[src/rtl/pc_sequencer.sv]
// Program-counter sequencer: holds the architectural PC and issues fetch requests.
// It selects PC+4 or a branch target on each accepted fetch, and keeps debug counters.
module pc_sequencer #(
  parameter int              XLEN     = 64,
  parameter logic [XLEN-1:0] RESET_PC = {XLEN{1'b0}}
) (
  input  logic            clk,
  input  logic            reset,
  input  logic            branch_out,
  input  logic [XLEN-1:0] imm_offset,
  input  logic            halt_req,
  input  logic            if_ready,
  output logic [XLEN-1:0] pc_out,
  output logic            if_valid,
  output logic            misalign_trap,
  output logic [15:0]     taken_count,
  output logic [31:0]     retired_count
);

  typedef enum logic [1:0] {IDLE, FETCH, HALT, TRAP} state_e;

  state_e                 state_q, state_d;
  logic [XLEN-1:0]        pc_q, pc_d;
  logic                   trap_q, trap_d;
  logic [15:0]            taken_q, taken_d;
  logic [31:0]            retired_q, retired_d;

  logic                   hs;
  logic signed [XLEN-1:0] target_s;
  logic                   misaligned;

  function automatic logic [15:0] sat_inc16(input logic [15:0] v);
    return (v == 16'hFFFF) ? v : v + 16'd1;
  endfunction

  assign hs         = (state_q == FETCH) && if_ready;
  assign target_s   = $signed(pc_q) + $signed(imm_offset);
  assign misaligned = branch_out && (target_s[1:0] != 2'b00);

  always_ff @(posedge clk) begin
    if (reset) begin
      state_q   <= IDLE;
      pc_q      <= RESET_PC;
      trap_q    <= 1'b0;
      taken_q   <= 16'd0;
      retired_q <= 32'd0;
    end else begin
      state_q   <= state_d;
      pc_q      <= pc_d;
      trap_q    <= trap_d;
      taken_q   <= taken_d;
      retired_q <= retired_d;
    end
  end

  // A misaligned target outranks a simultaneous halt request.
  always_comb begin
    state_d = state_q;
    case (state_q)
      IDLE:  state_d = FETCH;
      FETCH: begin
        if (hs && misaligned) state_d = TRAP;
        else if (halt_req)    state_d = HALT;
      end
      default: state_d = state_q;
    endcase
  end

  always_comb begin
    pc_d      = pc_q;
    trap_d    = trap_q;
    taken_d   = taken_q;
    retired_d = retired_q;
    if (hs) begin
      retired_d = retired_q + 32'd1;
      if (!branch_out) begin
        pc_d = pc_q + {{(XLEN-3){1'b0}}, 3'd4};
      end else if (!misaligned) begin
        pc_d    = $unsigned(target_s);
        taken_d = sat_inc16(taken_q);
      end else begin
        trap_d = 1'b1;
      end
    end
  end

  always_comb begin
    if_valid      = (state_q == FETCH);
    pc_out        = pc_q;
    misalign_trap = trap_q;
    taken_count   = taken_q;
    retired_count = retired_q;
  end

endmodule

[config.mk]
export PLATFORM = sky130hd
export DESIGN_NAME = pc_sequencer
export DESIGN_NICKNAME = d
export VERILOG_FILES = /design/src/rtl/pc_sequencer.sv
export SDC_FILE = /design/constraint.sdc
export NUM_CORES = 1
export LEC_CHECK = 0
export BUFFER_PORTS_ARGS = -buffer_cell sky130_fd_sc_hd__buf_4
export CAP_MARGIN = 20
export CORE_ASPECT_RATIO = 1.75
export CORE_MARGIN = 8
export CORE_UTILIZATION = 58
export CTS_BUF_LIST = sky130_fd_sc_hd__clkbuf_4
export DETAILED_ROUTE_END_ITERATION = 12
export GPL_TIMING_DRIVEN = 0
export PLACE_DENSITY = 0.93
export SETUP_SLACK_MARGIN = 0.15
export SLEW_MARGIN = 20
export SYNTH_ARGS = -nofsm -noshare
export SYNTH_HDL_FRONTEND = slang
export SYNTH_SLANG_ARGS = --single-unit
[constraint.sdc]
create_clock -name clk -period 3.9 [get_ports clk]
set_input_delay 0 -clock clk [delete_from_list [all_inputs] [get_ports clk]]
set_output_delay 0 -clock clk [all_outputs]
set_load 0.01 [all_outputs]
==> results.toml, run 1 <==
[layout]
nets = 1678
fill_cells = 1325
final_cell_area_sq_um = 11800
final-seq-area_sq_um = 2310
area_growth_pct = 22.9
drive_above_1_share = 0.174
multi_input_area_sq_um = 7100

[outcome]
status = "finished, final reports clean"

[global_route]
use_met1 = 0.335
grt_pass1_vias = 11500
grt_use_met3 = 0.0692
top_usage_layer = "met2"
grt_max_degree = 17
track_usage = 0.339
grt_pass1_wl_mm = 58.1
antenna_found_initial = 1
use_met2 = 0.612
grt-ovfl-total = 0

[worst_setup_path]
slowest_stage = "o41ai_4"
crit_type = "register to register"
r2r_start = "pc_out[10]$_SDFFE_PP0P_"
cp_max_fo = 8
crit_family = "compound AO/OA/AOI/OAI gates"
crit_buf_inv = 0
required_ns = 4.38
crit_path_frequent_cell = "a221oi_4"
worstSetupStartpointType = "register"
cp-end-kind = "register"
crit_start = "pc_out[10]$_SDFFE_PP0P_"
arrival_ns = 4.29
slowest_delay_ns = 0.50
path_cells = "ha_1, nand4_2, nor2_4, o211ai_4, a2111oi_4, o21ai_4, o41ai_4, a221oi_4, o31ai_4, a221oi_4, or4_1, a31oi_1"

[timing]
slew_headroom = 0.405
rsz0062_at_grt = "yes"
skew_ns = 0.0231
max_freq_ghz = 0.262
worst_pin_slew_ns = 0.885
final_hold_viol_count = 0
min_period_ns = 3.81
drv_slew = 0
post-route-period-util = 0.978
finalSetupViolations = 0
setup_slack_ns = 0.0867

[floorplan]
core_area_sq_um = 16400
start_util = 0.589
dieArea_sq_um = 21200
io-pin-count = 183
rows = 62
fp.dieH_um = 187
fp.dieW_um = 113

[detailed_routing]
drt_wl_total_mm = 36.9
postRouteAntennaNets = 0
route.detailed.drc = 0
drtIter0Drc = 1291
wl_per_cell_um = 20.7
via_per_inst = 6.58
routed-via-count = 11700
drt-pass1-iter-count = 7

[hold_path]
min_path_type = "input port to register"
hp-start = "imm_offset[39]"

[logic_synthesis]
synth-async-reset-ratio = 0
ys_warn_count = 0
ys_ff_latch = 115
yosys-top-cells-area = "dfxtp_1 24%, ha_1 8.6%, a21oi_1 8.0%"
yosysTopAreaCell = "dfxtp_1"
syn-mean-instance-area_sq_um = 7.26
syn_nets = 1463
synthCells = 1327
synth_top_cell_area_share = 0.239
synth_edf_count = 0
yosysSeqAreaShare = 0.239
syn_area_sq_um = 9640
ys_types = 71
synth_flop_cell = "dfxtp_1"

[place]
hpwl_mm = 27.6
portBuffers = 181
pre_cts_ws_ns = -0.267
finalWeightedCongestion = 0.991
dpl_cell_area_sq_um = 11300

[clocking]
cts_sinks = 115
clockBufferDepth = 2
clock_latency_ns = 0.57
clk_pin_slew_ns = 0.13
cts_root_buf = "clkbuf_4"
cts_buffers = 17
h-tree-depth = 4
cts_tree = "yes"

[job]
maxCapViolations = 0

[power]
ir_worst_vdd_mv = 0.227
power.density_nw_per_um2 = 251
power.leakage_uw = 0.00500
-- through the flow --
| stage | std cells | utilization | power [uW] | hold slack [ns] | TNS (ns) |
|---|---|---|---|---|---|
| 6_report | 1780 | 0.724 | 2970 | 0.0122 | 0 |
| 5_1_grt | 1780 | 0.724 | 3080 | 0.0343 | -0.0315 |
| 4_1_cts | 1777 | 0.719 | 2930 | 0.00455 | 0 |
| 3_5_place_dp | 1732 | 0.689 | 1950 | 0.222 | -0.870 |
| 3_3_place_gp | 1732 | 0.689 | 1940 | 0.205 | -0.749 |
| 2_1_floorplan | 1327 | - | 1700 | 0.109 | 0 |
-- worst min-delay path: cells and delay by family --
| family | cells | cell delay [ns] |
|---|---|---|
| AO/OA/AOI/OAI | 1 | 0.13 |
| XOR/XNOR | 1 | 0.09 |
| adder cells (fa/ha/maj) | 1 | 0.22 |
| buffers and inverters | 1 | 0.08 |
-- cell usage after synthesis (4+ instances only) --
cell,n
nor2_1,165
a21oi_1,154
nand2_1,126
dfxtp_1,115
o21ai_0,83
ha_1,66
clkbuf_1,65
xor2_1,51
nand3_1,44
nand4_1,41
xnor2_1,41
a21o_1,40
a31oi_1,32
and3_1,30
nor3_1,30
inv_1,24
o21bai_1,18
a211oi_1,14
or3_1,14
nor4_1,13
and2_1,12
nor2b_1,11
nand2b_1,10
o221a_2,10
o31ai_1,10
and4_1,8
o211ai_1,7
o21a_1,7
a21boi_0,5
a221oi_1,5
a31o_2,5
buf_1,5
o31a_1,5
mux2i_1,4
nor3b_1,4
-- timing repair --
item,4_1_cts,5_1_grt
pin swaps,8,9
hold buffers,4,0
setup endpoints to repair,16,17
endpoints found under the hold margin,10,0
setup buffers,9,2
resized for setup,13,13
-- power breakdown --
| group | internal [uW] | leakage, uW | switching (uW) |
|---|---|---|---|
| registers | 1200 | 0.000932 | 51.6 |
| clock network | 414 | 0.000168 | 580 |
| logic | 282 | 0.00390 | 444 |
| total | 1900 | 0.00500 | 1080 |
-- cell usage in the layout (no fill, tap or decap), types with 6 or more instances in the layout --
cell	n
buf_4	192
nor2_1	164
a21oi_1	152
nand2_1	126
dfxtp_1	110
o21ai_0	82
clkbuf_1	65
ha_1	65
xor2_1	51
nand3_1	44
xnor2_1	41
nand4_1	41
a21o_1	40
and3_1	30
nor3_1	30
a31oi_1	30
inv_1	24
o21bai_1	18
clkbuf_4	17
or3_1	14
a211oi_1	14
and2_1	12
nor4_1	12
nor2b_1	11
o221a_2	10
nand2b_1	9
o31ai_1	9
and4_1	8
o21a_1	7
o211ai_1	7
inv_6	6
-- state kept, by name (all words and copies together) (netlist names) --
name / flops
pc_out: 64
state_q: 2
retired_count: 32
misalign_trap: 1
taken_count: 16
-- layer usage --
metal	vias up	routed length, um
li1	5321	-
met1	5344	12000
met2	800	18600
met3	249	3260
met4	0	3010
met5	-	0
-- kinds of logic (layout without fill, tap and decap cells) --
kind of cell | count (synthesis) | count (layout) | synth area share
simple gates | 518 | 518 | 0.257
compound gates | 436 | 436 | 0.292
buf+inv | 95 | 323 | 0.0371
fa+ha+maj | 67 | 67 | 0.0877
xor+xnor | 92 | 92 | 0.0836
flops | 115 | 115 | 0.239
other cells | 0 | 1 | 0
mux | 4 | 4 | 0.00415
-- path summary, 6_finish.rpt --
path	slack, ns	depth (start not counted)	endpoint
worst max-delay path	0.09	12	pc_out[60]$_SDFFE_PP0P_
worst max register to register	0.09	12	pc_out[60]$_SDFFE_PP0P_
worst min register to register	0.46	2	misalign_trap$_SDFFE_PP0P_
worst min-delay path	0.01	4	pc_out[39]$_SDFFE_PP0P_
-- area by class of cell --
cell class | instances | share of cell area
multi-input cells | 1117 | 0.599
flip-flops and latches | 115 | 0.195
repair buffers | 196 | 0.125
well taps | 224 | 0.0237
plain buffers | 71 | 0.0226
clock inverters | 15 | 0.0156
clock buffers | 17 | 0.0108
inverters | 24 | 0.00761
diodes | 1 | 0.000211
No activity file was read; power rests on OpenSTA's default activity.
==> run 2: changes to the inputs <==
--- a/config.mk
+++ b/config.mk
@@ -5,6 +5,7 @@
 export SDC_FILE = /design/constraint.sdc
 export NUM_CORES = 1
 export LEC_CHECK = 0
+export ABC_AREA = 1
 export BUFFER_PORTS_ARGS = -buffer_cell sky130_fd_sc_hd__buf_4
 export CAP_MARGIN = 20
 export CORE_ASPECT_RATIO = 1.75
@@ -13,7 +14,7 @@
 export CTS_BUF_LIST = sky130_fd_sc_hd__clkbuf_4
 export DETAILED_ROUTE_END_ITERATION = 12
 export GPL_TIMING_DRIVEN = 0
-export PLACE_DENSITY = 0.93
+export PLACE_DENSITY = 0.91
 export SETUP_SLACK_MARGIN = 0.15
 export SLEW_MARGIN = 20
 export SYNTH_ARGS = -nofsm -noshare
==> results.toml, run 2 <==
[power]
power.density_nw_per_um2 = 232
ir_worst_vdd_mv = 0.313
power.leakage_uw = 0.00739

[logic_synthesis]
yosys-top-cells-area = "nand2_1 20%, dfxtp_1 19%, inv_1 11%"
yosysTopAreaCell = "nand2_1"
yosysMostFrequentCell = "nand2_1"
synth_top_cell_area_share = 0.201
ys_types = 47
synth_edf_count = 0
ys_warn_count = 0
yosysSeqAreaShare = 0.186
syn_nets = 2350
syn_area_sq_um = 12400
synthCells = 2214
ys_ff_latch = 115
syn-mean-instance-area_sq_um = 5.60
synth_flop_cell = "dfxtp_1"
yosys-top-cells-count = "665 x nand2_1, 364 x inv_1, 219 x nor2_1"
synth-async-reset-ratio = 0

[floorplan]
rows = 71
start_util = 0.583
fp.dieH_um = 209
core_area_sq_um = 21200
io-pin-count = 183
dieArea_sq_um = 26500
fp.dieW_um = 126

[layout]
fill_cells = 2054
area_growth_pct = 17.9
mostFrequentLayoutCells = "665 x nand2_1, 364 x inv_1, 219 x nor2_1"
final_cell_area_sq_um = 14600
largest_reg_flops = 64
layout_commonest_cell = "nand2_1"
drive_above_1_share = 0.110
finalNonFillerCells = 2709
nets = 2576

[clocking]
clockBufferDepth = 2
ctsResizeCount = 0
cts_sinks = 115
cts_root_buf = "clkbuf_4"
cts_buffers = 17
h-tree-depth = 4
clk_pin_slew_ns = 0.12
cts_tree = "yes"
clock_latency_ns = 0.57

[timing]
holdWs_ns = 0.00900
max_freq_ghz = 0.302
drv_slew = 0
final_hold_viol_count = 0
slew_headroom = 0.299
worst_pin_slew_ns = 1.04
post-route-period-util = 0.848
rsz0062_at_grt = "no"
min_period_ns = 3.31
tns_ns = 0
finalSetupViolations = 0
skew_ns = 0.0179

[worst_setup_path]
crit_start = "pc_out[13]$_SDFFE_PP0P_"
crit_type = "register to register"
path_cells = "ha_1, nand2_1, nor2_1, inv_1, nor3_1, nand2_1, nand2_1, nand2_1, nand2_1, nand2_1, nand3_1, nand3_1, a21oi_1"
crit_path_frequent_cell = "nand2_1"
arrival_ns = 3.80
reg2reg_slack_ns = 0.59
cp_max_fo = 6
cp-end-kind = "register"
slowest_delay_ns = 0.47
r2r-end = "pc_out[46]$_SDFFE_PP0P_"
reg2regPathDepth = 13
required_ns = 4.39
worstSetupStartpointType = "register"
slowest_stage = "nor2_1"
r2r_start = "pc_out[13]$_SDFFE_PP0P_"
cp-endpoint = "pc_out[46]$_SDFFE_PP0P_"

[detailed_routing]
wl_per_cell_um = 20.1
via_per_inst = 5.82
drtIter0Drc = 1389
postRouteAntennaNets = 0
drt_wl_total_mm = 54.4
route.detailed.drc = 0
drt-pass1-iter-count = 7
routed-via-count = 15800

[place]
dp_cells = 2649
finalWeightedCongestion = 1.16
portBuffers = 180
hpwl_mm = 44.6
dpl_cell_area_sq_um = 14100

[outcome]
status = "finished, final reports clean"

[job]
maxCapViolations = 0

[global_route]
grt_pass1_wl_mm = 82.7
track_usage = 0.405
antenna_found_initial = 3
grt-ovfl-total = 0
grt_pass1_vias = 15400
grt_max_degree = 17

[hold_path]
min_path_type = "input port to register"
[run 2: changes by cell type in the layout (fill, tap and decap cells not counted), sizes merged, moves of 25 or more]
cell	delta
nand2	+549
inv	+345
nand3	+88
nor2	+68
a21oi	+60
nor3	+47
a21o	-40
o21ai	+40
clkbuf	-37
and3	-30
a31oi	-25
[run 2: how the worst min path moves through the flow]
stage | start | endpoint | slack (ns) | cells after the start
global placement | halt_req | state_q[0]$_SDFFE_PP0P_ | 0.21 | 2
detailed placement | halt_req | state_q[0]$_SDFFE_PP0P_ | 0.21 | 2
CTS | imm_offset[45] | pc_out[45]$_SDFFE_PP0P_ | 0.002 | 5
finish | imm_offset[45] | pc_out[45]$_SDFFE_PP0P_ | 0.009 | 5
global route | imm_offset[30] | pc_out[30]$_SDFFE_PP0P_ | 0.02 | 5
floorplan | halt_req | state_q[0]$_SDFFE_PP0P_ | 0.09 | 1
[run 2: cells by family (layout without fill, tap and decap cells)]
group / Yosys count / after routing / synth area share
xor+xnor: 81 / 81 / 0.0573
flops: 115 / 115 / 0.186
simple gates: 1169 / 1169 / 0.406
buf+inv: 412 / 651 / 0.128
fa+ha+maj: 67 / 67 / 0.0683
other cells: 0 / 1 / 0
compound gates: 370 / 370 / 0.155
[run 2: through the flow]
step | utilization | worst slack [ns] | total power (uW)
floorplan | - | 1.76 | 1980
detailed placement | 0.662 | 0.867 | 2440
global placement | 0.662 | 0.892 | 2420
global route | 0.688 | 0.480 | 3540
CTS | 0.688 | 0.818 | 3330
finish | 0.688 | 0.591 | 3390
[run 2: final cells by class]
class,instances,area (sq um),share of cell area
Clock buffer,17,128,0.00874
Multi-Input combinational cell,1687,8500,0.582
Tap cell,255,319,0.0218
Antenna cell,1,2.50,0.000171
Timing Repair Buffer,207,1620,0.111
Clock inverter,15,148,0.0101
Inverter,372,1400,0.0961
Sequential cell,115,2300,0.158
Buffer,40,178,0.0122
[run 2: what timing repair did]
| action | 4_1_cts | 5_1_grt |
|---|---|---|
| setup endpoints to repair | 0 | 0 |
| hold buffers | 27 | 0 |
| setup buffers | 0 | 0 |
| hold endpoints to repair | 36 | 0 |
[run 2: power breakdown]
part	internal [uW]	switching (uW)	total (uW)
Sequential	1220	112	1330
Clock	334	572	905
Combinational	399	752	1150
Total	1950	1440	3390
[run 2: worst max-delay path, delay by kind of cell, from the launching register on]
family	cells	cell delay, ns
and+or+nand+nor	10	2.07
DFF	1	0.40
adders and majority gates	1	0.38
AOI/OAI and AO/OA	1	0.24
buffers and inverters	1	0.16
[run 2: layer usage]
layer,wire (um),track usage
met2,25900,0.699
met4,5630,0.370
met1,17900,0.383
met3,5070,0.114
met5,0,0
